File: src/rtl/aes_sched_pkg.sv
// Shared types and constants for the aes256 job scheduler.
package aes_sched_pkg;

  localparam int unsigned LEN_W  = 9;
  localparam int unsigned MODE_W = 2;
  localparam int unsigned DONE_W = 3;
  localparam int unsigned ST_W   = 3;

  localparam logic [MODE_W-1:0] MODE_ENC  = 2'd1;
  localparam logic [MODE_W-1:0] MODE_DEC  = 2'd2;
  localparam logic [DONE_W-1:0] CORE_DONE = 3'b111;

  typedef enum logic [ST_W-1:0] {
    ST_IDLE  = 3'd0,
    ST_CHECK = 3'd1,
    ST_START = 3'd2,
    ST_BUSY  = 3'd3,
    ST_FLUSH = 3'd4
  } state_t;

  // Only encrypt and decrypt are codes the core accepts.
  function automatic logic mode_ok(input logic [MODE_W-1:0] m);
    return (m == MODE_ENC) || (m == MODE_DEC);
  endfunction

endpackage

File: src/rtl/rr_arbiter.sv
// Combinational round-robin pick: first set request at or above ptr, with wrap.
module rr_arbiter #(
  parameter int unsigned NREQ  = 4,
  parameter int unsigned IDX_W = $clog2(NREQ)
) (
  input  logic [NREQ-1:0]  req,
  input  logic [IDX_W-1:0] ptr,
  output logic [NREQ-1:0]  grant,
  output logic [IDX_W-1:0] idx,
  output logic             valid
);

  logic [IDX_W-1:0] pos_c;

  // Rotate the scan start to ptr and take the first hit.
  always_comb begin
    grant = '0;
    idx   = '0;
    valid = 1'b0;
    pos_c = '0;
    for (int unsigned i = 0; i < NREQ; i++) begin
      pos_c = IDX_W'((32'(ptr) + i) % NREQ);
      if (!valid && req[pos_c]) begin
        valid        = 1'b1;
        idx          = pos_c;
        grant[pos_c] = 1'b1;
      end
    end
  end

endmodule

File: src/rtl/aes_job_scheduler.sv
// Shares one aes256 core between NREQ requesters: arbitrate, start, watch, flush.
module aes_job_scheduler
  import aes_sched_pkg::*;
#(
  parameter int unsigned NREQ      = 4,
  parameter int unsigned TIMEOUT   = 4096,
  parameter int unsigned FLUSH_CYC = 2
) (
  input  logic                    clkIn,
  input  logic                    resetIn,
  input  logic [NREQ-1:0]         reqIn,
  input  logic [MODE_W*NREQ-1:0]  modeIn,
  input  logic [LEN_W*NREQ-1:0]   lenIn,
  output logic [NREQ-1:0]         grantOut,
  output logic [NREQ-1:0]         doneOut,
  output logic [NREQ-1:0]         errOut,
  output logic                    busyOut,
  output logic [MODE_W-1:0]       coreStartOut,
  output logic [LEN_W-1:0]        coreLengthOut,
  output logic                    coreRstnOut,
  input  logic [DONE_W-1:0]       coreDoneIn
);

  localparam int unsigned IDX_W = $clog2(NREQ);
  localparam int unsigned WD_W  = $clog2(TIMEOUT + 1);
  localparam int unsigned FL_W  = $clog2(FLUSH_CYC + 1);

  state_t             state;
  logic [IDX_W-1:0]   rr_ptr;
  logic [IDX_W-1:0]   gnt_idx;
  logic [MODE_W-1:0]  job_mode;
  logic [LEN_W-1:0]   job_len;
  logic [WD_W-1:0]    watchdog;
  logic [FL_W-1:0]    flush_cnt;

  logic [NREQ-1:0]    arb_grant;
  logic [IDX_W-1:0]   arb_idx;
  logic               arb_valid;
  logic [MODE_W-1:0]  sel_mode_c;
  logic [LEN_W-1:0]   sel_len_c;
  logic [IDX_W-1:0]   next_ptr_c;
  logic               core_done_c;
  logic               timeout_c;

  rr_arbiter #(
    .NREQ  (NREQ),
    .IDX_W (IDX_W)
  ) u_arb (
    .req   (reqIn),
    .ptr   (rr_ptr),
    .grant (arb_grant),
    .idx   (arb_idx),
    .valid (arb_valid)
  );

  // Mux the winning requester's mode and length slices.
  always_comb begin
    sel_mode_c = '0;
    sel_len_c  = '0;
    for (int unsigned i = 0; i < NREQ; i++) begin
      if (arb_grant[i]) begin
        sel_mode_c = modeIn[MODE_W*i +: MODE_W];
        sel_len_c  = lenIn[LEN_W*i +: LEN_W];
      end
    end
  end

  // Pointer moves just past the current owner; core status decode.
  always_comb begin
    next_ptr_c  = (gnt_idx == IDX_W'(NREQ - 1)) ? '0 : gnt_idx + IDX_W'(1);
    core_done_c = (coreDoneIn == CORE_DONE);
    timeout_c   = (watchdog == WD_W'(TIMEOUT - 1));
  end

  // Job FSM with watchdog and flush counter; all outputs registered.
  always_ff @(posedge clkIn or negedge resetIn) begin
    if (!resetIn) begin
      state         <= ST_FLUSH;
      rr_ptr        <= '0;
      gnt_idx       <= '0;
      job_mode      <= '0;
      job_len       <= '0;
      watchdog      <= '0;
      flush_cnt     <= FL_W'(FLUSH_CYC - 1);
      grantOut      <= '0;
      doneOut       <= '0;
      errOut        <= '0;
      busyOut       <= 1'b0;
      coreStartOut  <= '0;
      coreLengthOut <= '0;
      coreRstnOut   <= 1'b0;
    end else begin
      doneOut <= '0;
      errOut  <= '0;
      case (state)
        ST_IDLE: begin
          if (arb_valid) begin
            grantOut <= arb_grant;
            gnt_idx  <= arb_idx;
            job_mode <= sel_mode_c;
            job_len  <= sel_len_c;
            busyOut  <= 1'b1;
            state    <= ST_CHECK;
          end
        end
        ST_CHECK: begin
          if (!mode_ok(job_mode) || (job_len == '0)) begin
            errOut   <= grantOut;
            grantOut <= '0;
            rr_ptr   <= next_ptr_c;
            busyOut  <= 1'b0;
            state    <= ST_IDLE;
          end else begin
            coreLengthOut <= job_len;
            state         <= ST_START;
          end
        end
        ST_START: begin
          coreStartOut <= job_mode;
          watchdog     <= '0;
          state        <= ST_BUSY;
        end
        ST_BUSY: begin
          watchdog <= watchdog + WD_W'(1);
          if (core_done_c || timeout_c) begin
            if (core_done_c) doneOut <= grantOut;
            else             errOut  <= grantOut;
            grantOut     <= '0;
            coreStartOut <= '0;
            coreRstnOut  <= 1'b0;
            rr_ptr       <= next_ptr_c;
            flush_cnt    <= FL_W'(FLUSH_CYC - 1);
            state        <= ST_FLUSH;
          end
        end
        ST_FLUSH: begin
          coreStartOut <= '0;
          if (flush_cnt == '0) begin
            coreRstnOut <= 1'b1;
            busyOut     <= 1'b0;
            state       <= ST_IDLE;
          end else begin
            flush_cnt <= flush_cnt - FL_W'(1);
            busyOut   <= 1'b1;
          end
        end
        default: state <= ST_IDLE;
      endcase
    end
  end

endmodule

File: config.mk
export PLATFORM = sky130hd
export DESIGN_NAME = aes_job_scheduler
export DESIGN_NICKNAME = d
export VERILOG_FILES = /design/src/rtl/aes_sched_pkg.sv /design/src/rtl/rr_arbiter.sv /design/src/rtl/aes_job_scheduler.sv
export SDC_FILE = /design/constraint.sdc
export NUM_CORES = 1
export LEC_CHECK = 0
export ABC_CLOCK_PERIOD_IN_PS = 2800
export CORE_MARGIN = 2
export CORE_UTILIZATION = 45
export CTS_CLUSTER_DIAMETER = 50
export DETAILED_ROUTE_END_ITERATION = 8
export GPL_TIMING_DRIVEN = 0
export MAX_ROUTING_LAYER = met4
export PLACE_DENSITY_LB_ADDON = 0.12
export RECOVER_POWER = 100
export SLEW_MARGIN = 10
export SYNTH_ARGS = -nofsm -noshare
export SYNTH_HDL_FRONTEND = slang
export SYNTH_HIERARCHICAL = 1
export SYNTH_SLANG_ARGS = --single-unit
File: constraint.sdc
create_clock -name clkIn -period 2.8 [get_ports clkIn]
set_clock_uncertainty 0.15 [all_clocks]
set_input_delay 0.56 -clock clkIn [delete_from_list [all_inputs] [get_ports clkIn]]
set_output_delay 0.56 -clock clkIn [all_outputs]
set_load 0.01 [all_outputs]
==> metrics.txt, run 1 <==
Min-Delay Path Class primary input to asynchronous set/reset pin; cell accounting for the most synthesized area dfrtp_1; Final setup viols 11; power share of the clock group 0.149; clk slew on worst S/H paths approximately 70 ps; core box area 6870 um2; commonest non-fill, non-tap cell in the layout dfrtp_1; I/O pin cnt just under 80; Placed Instance Area around 4200 um2; latest clock arrival within the worst-skew pair around 340 ps; Comb power frac 0.615; layout cell share with drive strength beyond 1 0.232; CTS buffer count 9; DR WL/cell roughly 15 um; critical path type register to register; final hold violations 0; Overall Power slightly below 6 mW; H-tree levels 3; Worst Setup Start Kind register; final worst slack -150 ps; worst-margin pin slew 1160 ps; drt initial violations 150; Final GP Congestion 0.861; Filler Cells Inserted 540; vias per cell 5.44; Int Power between 3 and 4 mW; fin area 4720 um2; failing checks negative setup slack; Slew HR 0.225; first-pass GRT wire length 13100 um; fin. max-slew vios 0; clk buf depth 2; Worst Path Arrival 3000 ps; area share of the largest cell type after synthesis 0.433; Tmin final 2950 ps; Row Count 30; final wirelength around 8200 um; RSZ-0062 raised after global routing yes; Sw Share 0.407; Die H 88.8 um; Cell Area, Synth 3240 um2; synth-to-layout area growth 45.7%; Layout Nets approximately 500; outcome finished, violations left; dpl hpwl ~5600 um; CTS Hold Bufs 0; # port buffers 77; Reg2Reg Launch Point rr_ptr[0]; Routed Antenna Nets 0; R2R Setup Slk -150 ps; initial cell density of the core 0.471; DRT Pass-1 Iters 4; cell count of the worst reg-to-reg path 12; Critical R2R Capture job_len[2]; Synth area leaders dfrtp_1 (43%), mux2_2 (4.9%), a21oi_1 (4.3%), ha_1 (3.1%), nor2_1 (2.9%); Psw approximately 2.4 mW; FF+latch count, synth 58; number of global-route vias before repair 2759; GRT overflow 0; Max rail drop VDD between 0.6 and 0.7 mV; Synth Instances about 320; crit-path max FO 10; Seq/Total Area, Yosys 0.449; clock sink total 58; Multi-input gate area 1770 um2; CTS Root Buffer Type clkbuf_8; Cell variety after synth 49; largest net degree at the start of global routing 37; syn nets 385; CP Capture Type register; Req. time, crit path 2850 ps; Period Utilization, post-route 1.05; f_max ~0.34 GHz; DP Worst Slack -783 ps; most frequent cells in the layout dfrtp_1 (55), clkdlybuf4s50_1 (47), a21oi_1 (27); Synth Area per Inst 9.99 um2; die area slightly below 8000 um2; initial antenna violation count 0; Synth warnings 6; Hold WS 285 ps; TritonCTS clock tree done; # DRC 0; Sequential Power Share 0.236; PwrDens 1230 nW/um2; Leak roughly 2 nW; register area 1460 um2; ANT cells 0; Layout Utilization 0.687; Overall Global Routing Usage 0.223; via count slightly below 3000; Die W 88.8 um; MaxCap Viol Count 0
## cells by family (layout without fill, tap and decap cells)
logic type / after synthesis / count (layout) / share of synthesized area
AO/OA/AOI/OAI: 86 / 86 / 0.173
XOR/XNOR: 1 / 1 / 0.00271
adder cells (fa/ha/maj): 8 / 8 / 0.0309
buffers and inverters: 31 / 147 / 0.0440
flip-flops: 58 / 58 / 0.449
multiplexers: 27 / 27 / 0.110
AND/OR/NAND/NOR: 113 / 113 / 0.190
## power groups by stage
stage | registers, mW | clock network (mW) | logic, mW
6_report | 1.37 | 0.865 | 3.56
5_1_grt | 1.41 | 0.921 | 3.91
4_1_cts | 1.38 | 0.886 | 3.32
3_5_place_dp | 1.41 | 0 | 2.86
3_3_place_gp | 1.40 | 0 | 2.80
2_1_floorplan | 1.39 | 0 | 2.05
## per-layer routing
layer,routed length (um),part of all wire,global-route usage
met5,0,0,-
met4,142,0.017,0.0868
met3,388,0.047,0.0354
met2,4050,0.49,0.355
met1,3610,0.44,0.286
## stage by stage
step	std cells	TNS, ps
6_report	536	-1010
5_1_grt	536	-2560
4_1_cts	529	-1090
3_5_place_dp	498	-10450
3_3_place_gp	497	-49460
2_1_floorplan	324	-332
## sequential cells by signal (all words and copies together), names as in the netlist
| register | cells |
|---|---|
| rr_ptr | 2 |
| job_mode | 2 |
| busyOut | 1 |
| flush_cnt | 2 |
| watchdog | 13 |
| state | 3 |
| coreStartOut | 2 |
| gnt_idx | 2 |
| errOut | 4 |
| job_len | 9 |
| coreRstnOut | 1 |
| grantOut | 4 |
| doneOut | 4 |
| coreLengthOut | 9 |
## cell type report
| cell class | instances | area share |
|---|---|---|
| multi-input cells | 235 | 0.375 |
| flip-flops and latches | 58 | 0.308 |
| repair buffers | 101 | 0.205 |
| plain buffers | 17 | 0.0281 |
| clock buffers | 9 | 0.0262 |
| well taps | 96 | 0.0255 |
| clock inverters | 7 | 0.0215 |
| inverters | 13 | 0.0109 |
## synth_stat cells (all sizes together)
library cell,n
a21oi,28
a221oi,10
a22o,5
a22oi,10
a31oi,2
a32o,1
and2,8
and2b,1
and3,1
buf,9
clkbuf,9
dfrtp,56
dfstp,2
ha,8
inv,13
mux2,16
mux2i,7
mux4,4
nand2,20
nand2b,4
nand3,14
nand3b,1
nand4,2
nor2,25
nor2b,13
nor3,17
nor4,2
nor4b,1
o211ai,3
o21a,1
o21ai,15
o22ai,3
o2bb2ai,3
o311ai,2
o31ai,2
o41ai,1
or2b,1
or3,1
or4,2
xnor2,1
## critical path: stages, from the launching register on
cell and delay [ps]:
dfrtp_1 390, buf_6 160, buf_6 110, mux4_2 540, buf_6 150, buf_8 120, a22oi_2 230, o21ai_2 120
buf_4 220, a221oi_4 300, nor3_2 70, a21oi_1 160, a21oi_1 90
## repair_timing
| action | 4_1_cts | 5_1_grt |
|---|---|---|
| pin swaps | 11 | 14 |
| gates cloned | 2 | 0 |
| endpoints found under the setup margin | 14 | 14 |
| setup buffers | 13 | 9 |
| gates resized for setup | 29 | 23 |
## worst max path at each step
| stage | endpoint | startpoint | cells after the start | slack (ps) |
|---|---|---|---|---|
| final | job_len[2] | rr_ptr[0] | 12 | -150 |
| after global placement | rr_ptr[1] | resetIn | 1 | -920 |
| after global routing | job_len[5] | rr_ptr[0] | 13 | -260 |
| after detailed placement | job_mode[1] | reqIn[3] | 10 | -780 |
| after CTS | job_len[2] | rr_ptr[0] | 13 | -140 |
| after floorplan | job_len[5] | rr_ptr[0] | 14 | -50 |
Note: power is estimated with default switching activity, not from simulation.
==> run 2: changes to the inputs <==
--- a/config.mk
+++ b/config.mk
@@ -10,7 +10,6 @@
 export CORE_UTILIZATION = 45
 export CTS_CLUSTER_DIAMETER = 50
 export DETAILED_ROUTE_END_ITERATION = 8
-export GPL_TIMING_DRIVEN = 0
 export MAX_ROUTING_LAYER = met4
 export PLACE_DENSITY_LB_ADDON = 0.12
 export RECOVER_POWER = 100
==> run 2 against run 1 <==
The flow finishes with violations (max-capacitance violations, max-slew violations, negative setup slack). Clock power down 13%. Non-clock buffer count shrank 5. Critical path depth grew 1. Worst hold slack better by 48 ps. Combinational power fell by 6%.
==> metrics.txt, run 2 (synthesis results as in run 1) <==
latest clock arrival within the worst-skew pair 320 ps (-20 ps); Overall Global Routing Usage 0.205 (-0.0182); fin area 4630 um2 (-1.9%); Row Count 30 (unchanged); failing checks max-capacitance violations, max-slew violations, negative setup slack; H-tree levels 3 (unchanged); Hold WS 334 ps (+48.2 ps); DP Cell Count 509 (+2.2%); Critical Path Stages 13 (+1); crit-path max FO 5 (-5); Critical R2R Capture job_len[4]; Multi-input gate area 1730 um2 (-2.1%); max reg flops 13 (unchanged); clock sink total 58 (unchanged); clk slew on worst S/H paths 60 ps (about the same); largest register by flop count watchdog; Max rail drop VDD 1.03 mV (+49%); RSZ-0062 raised after global routing yes; layout cell share with drive strength beyond 1 0.214 (-0.0180); critical path type register to register; R2R Setup Slk -20 ps (+130 ps); Tmin final 2820 ps (-130 ps); Period Utilization, post-route 1.01 (-0.0463); largest net degree at the start of global routing 30 (-19%); fin. max-slew vios 30 (+30); TritonCTS clock tree done; Routed Antenna Nets 0 (unchanged); Die H 88.8 um (unchanged); # port buffers 77 (unchanged); dpl hpwl 5650 um (+0.54%); final hold violations 0 (unchanged); # DRC 0 (unchanged); Overall Power 5.53 mW (-4.6%); CP max stage delay 450 ps (-90 ps); clk buf depth 2 (unchanged); Leak 1.96 nW (-1.5%); most frequent cells in the layout dfrtp_1 (54), clkdlybuf4s50_1 (47), buf_4 (27); Die W 88.8 um (unchanged); crit path buf inv count 3 (-2); MaxCap Viol Count 1 (+1); PwrDens 1190 nW/um2 (-2.8%); GRT overflow 0 (unchanged); Req. time, crit path 2850 ps (about the same); setup TNS -31.4 ps (+978 ps); final wirelength 7680 um (-6.2%); Critical path origin rr_ptr[0]; Filler Cells Inserted 576 (+6.7%); vias per cell 5.29 (-2.7%); number of global-route vias before repair 2645 (-4.1%); DRT Pass-1 Iters 4 (unchanged); register area 1460 um2 (about the same); delay-heaviest family, CP compound AO/OA/AOI/OAI gates; CTS Root Buffer Type clkbuf_8; Worst Setup Start Kind register; CP Capture Point job_len[4]; CTS buffer count 9 (unchanged); initial antenna violation count 0 (unchanged); Min-Delay Path Class register to register; DR WL/cell 14.5 um (-5.3%); sequence of cells on the critical path inv_4 -> ha_4 -> mux4_2 -> nor4b_4 -> buf_4 -> a22oi_2 -> o21ai_2 -> nor2b_4 -> clkbuf_16 -> a221oi_4 -> nor3_2 -> a21oi_2 -> a21oi_1; initial cell density of the core 0.471 (unchanged); commonest non-fill, non-tap cell in the layout dfrtp_1; Largest regs watchdog (13), coreLengthOut (9), job_len (9); Placed Instance Area 4330 um2 (+2.9%); cell count of the worst reg-to-reg path 13 (+1); slowest stage cell, crit path dfrtp_2; CP Capture Type register; ANT cells 0 (unchanged); drt initial violations 189 (+26%); first-pass GRT wire length 12200 um (-7.1%); worst-margin pin slew 1560 ps (+401 ps); I/O pin cnt 78 (unchanged); Final setup viols 2 (-9); core box area 6870 um2 (unchanged); final worst slack -20.6 ps (+130 ps); die area 7890 um2 (unchanged); outcome finished, violations left; Worst Path Arrival 2880 ps (-120 ps); synth-to-layout area growth 43.0%; Final Non-Filler Cells 531 (-0.93%); Reg2Reg Launch Point rr_ptr[0]; hold_sp watchdog[12]; f_max 0.355 GHz (+4.6%); via count 2811 (-3.6%); Layout Nets 491 (-1.0%); Final GP Congestion 0.857 (-0.41%); Slew HR -0.0428 (-0.267)
-- run 2: cell types whose count changed in the layout (fill, tap and decap cells not counted), moves of 3 or more --
cell      previous run  this run
buf_4               19        27
buf_6                4         1
buf_8                3         0
clkinv_2             0         3
o21ai_1              0         3
o21ai_2              4         1
-- run 2: layout make-up --
class / instances / share of cell area
Clock inverter: 5 / 0.0116
Multi-Input combinational cell: 235 / 0.374
Timing Repair Buffer: 113 / 0.232
Tap cell: 96 / 0.0259
Inverter: 13 / 0.0111
Clock buffer: 11 / 0.0305
Sequential cell: 58 / 0.315
-- run 2: through the flow --
stage	setup slack (ps)	util
2_1_floorplan	-50.2	-
3_3_place_gp	-834	0.631
3_5_place_dp	-962	0.631
4_1_cts	0.202	0.665
5_1_grt	-151	0.674
6_report	-20.6	0.674
-- run 2: worst min-delay path by stage --
stage,cells after the start,endpoint
after floorplan,0,busyOut
after global placement,1,watchdog[12]
after detailed placement,1,watchdog[12]
after CTS,1,watchdog[4]
after global routing,1,coreLengthOut[7]
final,1,watchdog[12]
-- run 2: report_power, final --
group	switching [mW]	total (mW)	internal, mW
registers	0.265	1.41	1.15
logic	1.62	3.36	1.74
clock network	0.322	0.754	0.432
total	2.21	5.53	3.32
-- run 2: layer usage --
layer  part of all wire  vias to the layer above  GRT usage  wire, um
met5                  0                        -          -         0
met4              0.015                        0     0.0661       114
met3              0.040                       10     0.0336       304
met2               0.48                       72      0.315      3680
met1               0.47                     1332      0.278      3580
li1                   -                     1397          -         -
-- run 2: repair_timing --
action | CTS | global route
endpoints found under the setup margin | 11 | 11
endpoints found under the hold margin | 0 | 0
cloned | 0 | 1
pin swaps | 2 | 7
hold buffers | 0 | 0
setup buffers | 3 | 2
resized for setup | 10 | 12
==> run 3: changes to the inputs <==
--- a/config.mk
+++ b/config.mk
@@ -5,10 +5,9 @@
 export SDC_FILE = /design/constraint.sdc
 export NUM_CORES = 1
 export LEC_CHECK = 0
-export ABC_CLOCK_PERIOD_IN_PS = 2800
+export ABC_CLOCK_PERIOD_IN_PS = 2350
 export CORE_MARGIN = 2
 export CORE_UTILIZATION = 45
-export CTS_CLUSTER_DIAMETER = 50
 export DETAILED_ROUTE_END_ITERATION = 8
 export MAX_ROUTING_LAYER = met4
 export PLACE_DENSITY_LB_ADDON = 0.12
==> constraint.sdc (replaced) <==
create_clock -name clkIn -period 2.35 [get_ports clkIn]
set_clock_uncertainty 0.15 [all_clocks]
set_input_delay 0.47 -clock clkIn [delete_from_list [all_inputs] [get_ports clkIn]]
set_output_delay 0.47 -clock clkIn [all_outputs]
set_load 0.01 [all_outputs]
==> run 3 against run 2 <==
The flow finishes with violations (negative setup slack). Critical path depth is 1 higher. Register-to-register slack worse by 480 ps. Sequential power is 18% higher. Global-route usage is 3.0 points higher. Combinational power is 44% higher. Via count is 6.3% higher. Highest routed layer unchanged. Design area is 7.5% higher. Critical endpoint is now job_len[1]. Wire length is 16% higher.
==> metrics.txt, run 3 (synthesis results as in run 1) <==
outcome finished, violations left; failing checks negative setup slack; # DRC 0 (unchanged); Tmin final 2850 ps (+29.6 ps); clk buf depth 2 (unchanged); final worst slack -500 ps (-480 ps); die area 7890 um2 (unchanged); Reg2Reg Launch Point rr_ptr[0]; Worst Path Arrival 2930 ps (+50 ps); via count 2988 (+6.3%); Row Count 30 (unchanged); CTS buffer count 9 (unchanged); delay-heaviest family, CP compound AO/OA/AOI/OAI gates; Die H 88.8 um (unchanged); Slew HR 0.194 (+0.236); first-pass GRT wire length 13800 um (+14%); DP Worst Slack -933 ps (+28.7 ps); CTS Root Buffer Type clkbuf_8; MaxCap Viol Count 0 (-1); # port buffers 77 (unchanged); R2R Setup Slk -500 ps (-480 ps); crit-path max FO 6 (+1); Largest regs watchdog (13), coreLengthOut (9), job_len (9); Min-Delay Path Class register to register; slowest stage cell, crit path dfrtp_2; Critical path origin rr_ptr[0]; final hold violations 0 (unchanged); number of global-route vias before repair 2842 (+7.4%); synth-to-layout area growth 53.7%; f_max 0.351 GHz (-1.0%); initial cell density of the core 0.471 (unchanged); Layout Nets 510 (+3.9%); CP Capture Type register; layout cell share with drive strength beyond 1 0.289 (+0.0748); Leak 2.12 nW (+8.0%); Routed Antenna Nets 0 (unchanged); cell count of the worst reg-to-reg path 14 (+1); core box area 6870 um2 (unchanged); vias per cell 5.43 (+2.6%); CP Capture Point job_len[1]; GRT overflow 0 (unchanged); DRT Pass-1 Iters 4 (unchanged); initial antenna violation count 0 (unchanged); Max rail drop VDD 0.873 mV (-15%); Worst Setup Start Kind register; DR WL/cell 16.1 um (+12%); max reg flops 13 (unchanged); RSZ-0062 raised after global routing yes; ANT cells 0 (unchanged); drt initial violations 151 (-20%); largest register by flop count watchdog; H-tree levels 3 (unchanged); most frequent cells in the layout dfrtp_1 (54), clkdlybuf4s50_1 (47), buf_4 (30); Final GP Congestion 0.862 (+0.61%); crit path buf inv count 5 (+2); clk slew on worst S/H paths 70 ps (about the same); final wirelength 8880 um (+16%); clock sink total 58 (unchanged); PwrDens 1510 nW/um2 (+27%); Req. time, crit path 2430 ps (-420 ps); dpl hpwl 5990 um (+5.9%); setup TNS -6430 ps (-6400 ps); sequence of cells on the critical path inv_4 -> ha_4 -> buf_4 -> mux4_2 -> nor4b_4 -> buf_4 -> buf_6 -> a22oi_2 -> o21ai_4 -> clkbuf_16 -> a221oi_4 -> nor3_2 -> a21oi_1 -> a21oi_1; commonest non-fill, non-tap cell in the layout dfrtp_1; CP max stage delay 450 ps (about the same); TritonCTS clock tree done; fin. max-slew vios 0 (-100%); Overall Global Routing Usage 0.235 (+0.0299); Overall Power 7.54 mW (+36%); Final setup viols 18 (+16); critical path type register to register; latest clock arrival within the worst-skew pair 340 ps (+20 ps); Critical Path Stages 14 (+1); I/O pin cnt 78 (unchanged); Period Utilization, post-route 1.21 (+0.205); Die W 88.8 um (unchanged); Critical R2R Capture job_len[1]; worst-margin pin slew 1210 ps (-355 ps); largest net degree at the start of global routing 24 (-20%)
## run 3: timing repair
| item | CTS | global route |
|---|---|---|
| hold buffers | 1 | 0 |
| resized for setup | 28 | 23 |
| endpoints found under the hold margin | 19 | 0 |
| cloned | 3 | 2 |
| pin swaps | 7 | 10 |
| buffers inserted | 8 | 7 |
| setup endpoints to repair | 19 | 19 |
## run 3: worst min-delay path by stage
stage	startpoint	to	slack [ps]	depth (start not counted)
floorplan	resetIn	busyOut	20	0
global placement	resetIn	watchdog[6]	320	1
detailed placement	resetIn	watchdog[6]	320	1
CTS	watchdog[10]	watchdog[10]	340	1
global route	watchdog[10]	watchdog[10]	370	1
finish	watchdog[10]	watchdog[10]	340	1
## run 3: worst register-to-register path, stage by stage, from the launching register on
cell	delay (ps)
dfrtp_2	450
inv_4	50
ha_4	270
buf_4	100
mux4_2	310
nor4b_4	160
buf_4	150
buf_6	110
a22oi_2	170
o21ai_4	130
clkbuf_16	190
a221oi_4	200
nor3_2	80
a21oi_1	140
a21oi_1	90
## run 3: final cells by class
type | instances | area, um2
Inverter | 13 | 51.3
Timing Repair Buffer | 131 | 1270
Clock inverter | 7 | 93.8
Clock buffer | 9 | 124
Multi-Input combinational cell | 236 | 1860
Fill cell | 505 | 1890
Tap cell | 96 | 120
Sequential cell | 58 | 1460
## run 3: where the power goes
part	leakage [nW]	total, mW	internal, mW	switching [mW]
logic	1.29	4.85	2.58	2.27
clock network	0.105	1.02	0.594	0.424
registers	0.722	1.67	1.37	0.306
## run 3: metal layers
layer	routed length [um]	GRT usage	vias up	part of all wire
li1	-	-	1446	-
met1	4100	0.324	1448	0.46
met2	4310	0.351	74	0.48
met3	293	0.0448	20	0.033
met4	180	0.0730	0	0.020
met5	0	-	-	0
## run 3: through the flow
step                utilization  hold slack, ps  instances  instance area, um2
floorplan                     -            24.4        324                3340
global placement          0.640             316        513                4400
detailed placement        0.640             320        513                4400
CTS                       0.699             339        541                4800
global route              0.725             368        550                4980
finish                    0.725             341        550                4980
